File: config.mk
export PLATFORM = sky130hd
export DESIGN_NAME = niosII_system_sysid_timeout
export DESIGN_NICKNAME = d
export VERILOG_FILES = /design/src/rtl/niosII_system_sysid_timeout.sv
export SDC_FILE = /design/constraint.sdc
export NUM_CORES = 1
export LEC_CHECK = 0
export CORE_MARGIN = 2
export CORE_UTILIZATION = 56
export CTS_CLUSTER_DIAMETER = 30
export DETAILED_ROUTE_END_ITERATION = 8
export PLACE_DENSITY = 0.75
export REMOVE_ABC_BUFFERS = 1
export SLEW_MARGIN = 0
export SYNTH_ARGS = -nofsm -noshare
export SYNTH_HDL_FRONTEND = slang
export SYNTH_SLANG_ARGS = --single-unit
File: constraint.sdc
create_clock -name clock -period 2.6 [get_ports clock]
set_clock_uncertainty 0.2 [all_clocks]
set_input_delay 0.65 -clock clock [delete_from_list [all_inputs] [get_ports clock]]
set_output_delay 0.65 -clock clock [all_outputs]
set_load 0.01 [all_outputs]
File: src/rtl/niosII_system_sysid_timeout.sv
// Loadable down-counter used as the per-transaction read timeout.
// Ports:
//   clock, reset_n : clock and async active-low reset
//   load           : reload the counter with LOAD_VALUE (wins over count_en)
//   count_en       : decrement by one, saturating at zero
//   expired        : counter is at zero
module niosII_system_sysid_timeout #(
   parameter int unsigned LOAD_VALUE = 1023
) (
   input  logic clock,
   input  logic reset_n,
   input  logic load,
   input  logic count_en,
   output logic expired
);

   logic [15:0] count;

   always_ff @(posedge clock or negedge reset_n) begin
      if (!reset_n) begin
         count <= '0;
      end else if (load) begin
         count <= 16'(LOAD_VALUE);
      end else if (count_en && (count != '0)) begin
         count <= count - 16'd1;
      end
   end

   assign expired = (count == '0);

endmodule

==> metrics <==
CP max stage delay=approximately 0.5 ns; global route total overflow=0; count of routing violations after the opening detailed-route iteration=21; leakage=about 0.48 nW; final HPWL from detailed placement=roughly 1700 um; worst-path cell with the longest stage delay=sky130_fd_sc_hd__or4b_4; first-pass GRT wire length=3910 um; Routed Wire Length=2460 um; GRT Overall Usage=27.6%; fin crit period=2.62 ns; Core Footprint=0.00151 mm2; final worst-path cycle share=101%; Clock Pin Slew Worst Setup and Hold Paths=0.10 ns; largest buffer count on any clock path=2; Syn Area/Cell=9.60 um2; final hold violations=0; number of max-slew violations in the final report=0; run status=finished, violations left; Most used DFF post-synth=sky130_fd_sc_hd__dfrtp_1; kind of cell adding the most delay to the critical path=simple AND/OR/NAND/NOR gates; total die area=just under 0.002 mm2; worst-case setup margin in the final layout=-0.0238 ns; Boundary Pins=5; Cell Count, Final, Fillers Out=around 140; largest voltage drop on the vdd net=0.296 mV; drt pass-1 iters=4; via/cell ratio=6.11; most frequent standard cell in the layout excluding fill and tap cells=sky130_fd_sc_hd__buf_4; post-synthesis register bit count=16; max frequency=approximately 380 MHz; share of post-route cells with drive strength above 1=40.6%; setup repair after global routing missed its margin=yes; antenna violations before repair=0; layout net count=134; number of max-cap violations=0; registers with the highest flip-flop counts=count x16; vertical die dimension=44.1 um; largest net degree at the start of global routing=17; Rows=14; initial core utilization=59.9%; worst relative slew slack=between 70% and 80%; area delta synth->final=37.3%; violations in the final reports=negative setup slack; CTS H-tree lvls=1; tightest hold margin=approximately 0.37 ns; number of setup buffers added after CTS=0; data arrival time of the critical path=around 1.8 ns; vias post-DR=just under 900; Worst Setup Start Kind=flop; worst-path cell chain=inv_2 > ha_4 > or4b_4 > nor4_4 > buf_2; data required time at the worst endpoint=roughly 1.8 ns; crit path kind=flop to output pin; root buffer cell=sky130_fd_sc_hd__clkbuf_4; Port-buffer cells=4; fraction of synthesis flops using an asynchronous set or reset pin=100%; critical path peak fanout=2; cells after synthesis=between 90 and 100; max FFs per register=16; PD cells=376 mW/mm2; final design utilization=between 80% and 90%; CP bufs+invs=2; clock tree from TritonCTS=yes; element type at the critical path end=output pin; number of global-route vias before repair=about 840; top library cells by usage in the layout, fill and taps aside=28 x sky130_fd_sc_hd__buf_4, 16 x sky130_fd_sc_hd__dfrtp_1, 8 x sky130_fd_sc_hd__o21ai_0; cts bufs inserted=3; Yosys Warn Count=0; ant diodes=0; number of design rule violations left after detail routing=0; # clock sinks=16; Die W=44.1 um; number of placed cells counting well taps=140; register name with the most flops=count; summed instance area of the synthesized netlist=902 um2; class of the tightest hold or removal check=flop to flop; part of the Yosys area used for sequential elements=44.4%; post-synth cell types=28; Tightest Pin Transition=0.430 ns; Finish-stage setup viols=1; number of enable flip-flop cells after synthesis=0; pre-CTS setup slack=-0.360 ns; clock insertion delay at the later pin of the skew report=0.30 ns; number of routed nets with antenna violations=0; placer's final routability congestion estimate=0.839; routed length per instance=~17 um
## timing repair
item,in CTS,in global routing
gates resized for setup,12,3
endpoints found under the setup margin,1,2
hold buffers,0,0
pin swaps,0,1
## worst reg2reg max path, cell delays in order (launching register included)
cell,delay [ns]
sky130_fd_sc_hd__dfrtp_1,0.40
sky130_fd_sc_hd__or4_4,0.57
sky130_fd_sc_hd__buf_6,0.16
sky130_fd_sc_hd__or4_4,0.51
sky130_fd_sc_hd__or4_4,0.50
sky130_fd_sc_hd__a21oi_2,0.14
## per-stage QoR
stage	TNS (ns)	cell area (um2)	total power, mW
global placement	-0.546	1160	0.293
finish	-0.0238	1240	0.466
CTS	0	1230	0.464
detailed placement	-0.593	1160	0.295
floorplan	-0.0195	883	0.270
global route	-0.0733	1240	0.477
## synthesized netlist by cell type (2+ instances only)
master                     instances  share of area (%)
sky130_fd_sc_hd__or2_2             5                3.5
sky130_fd_sc_hd__nor2_1            5                2.1
sky130_fd_sc_hd__nand2b_1          2                1.4
sky130_fd_sc_hd__nor4_1            4                2.8
sky130_fd_sc_hd__nor2b_1           2                1.4
sky130_fd_sc_hd__or4_1             8                6.7
sky130_fd_sc_hd__nand2_1           4                1.7
sky130_fd_sc_hd__a21oi_1           7                3.9
sky130_fd_sc_hd__or3_1             4                2.8
sky130_fd_sc_hd__inv_1             4                1.7
sky130_fd_sc_hd__or4_4             2                2.5
sky130_fd_sc_hd__o31ai_1           2                1.7
sky130_fd_sc_hd__dfrtp_1          16                 44
sky130_fd_sc_hd__o21ai_0           8                4.4
sky130_fd_sc_hd__mux2i_1           2                2.2
sky130_fd_sc_hd__nand3b_1          3                2.5
sky130_fd_sc_hd__clkbuf_1          2               0.83
sky130_fd_sc_hd__nor3_1            4                2.2
## per-layer routing
layer	vias up	GRT usage, %	part of all wire, %
li1	424	-	-
met1	418	35.9	43
met2	29	46.5	52
met3	9	3.67	3.2
met4	0	10.9	2.0
met5	-	0	0
## final timing paths
kind	from	end	slack, ns	cells past startpoint
min in group asynchronous	reset_n	count[3]	0.46	2
worst min register to register	count[5]	count[5]	0.37	2
worst max register to register	count[9]	count[15]	0.05	5
worst min-delay path	count[5]	count[5]	0.37	2
worst max-delay path	count[0]	expired	-0.02	5
max in group asynchronous	reset_n	count[0]	1.56	2
## power breakdown
part           internal, mW  switching, mW
Sequential            0.252        0.00224
Combinational        0.0201         0.0198
Clock                0.0855         0.0865
## logic make-up after synthesis
group                      Yosys count  synth area share [%]
AOI/OAI and AO/OA                   20                  13.6
DFF                                 16                  44.4
and+or+nand+nor                     46                  32.5
xor gates and xnor gates             1                 0.971
muxes                                3                  3.47
adders and majority gates            1                  1.39
buffers and inverters                7                  3.74
## final cells by class
| cell class | count | area (um2) |
|---|---|---|
| inverter | 4 | 15.0 |
| timing repair buffer | 33 | 256 |
| tap | 16 | 20.0 |
| multi-input combinational | 71 | 510 |
| fill | 97 | 268 |
| sequential | 16 | 400 |
| clock buffer | 4 | 36.3 |
(Power assumes the default switching activity.)
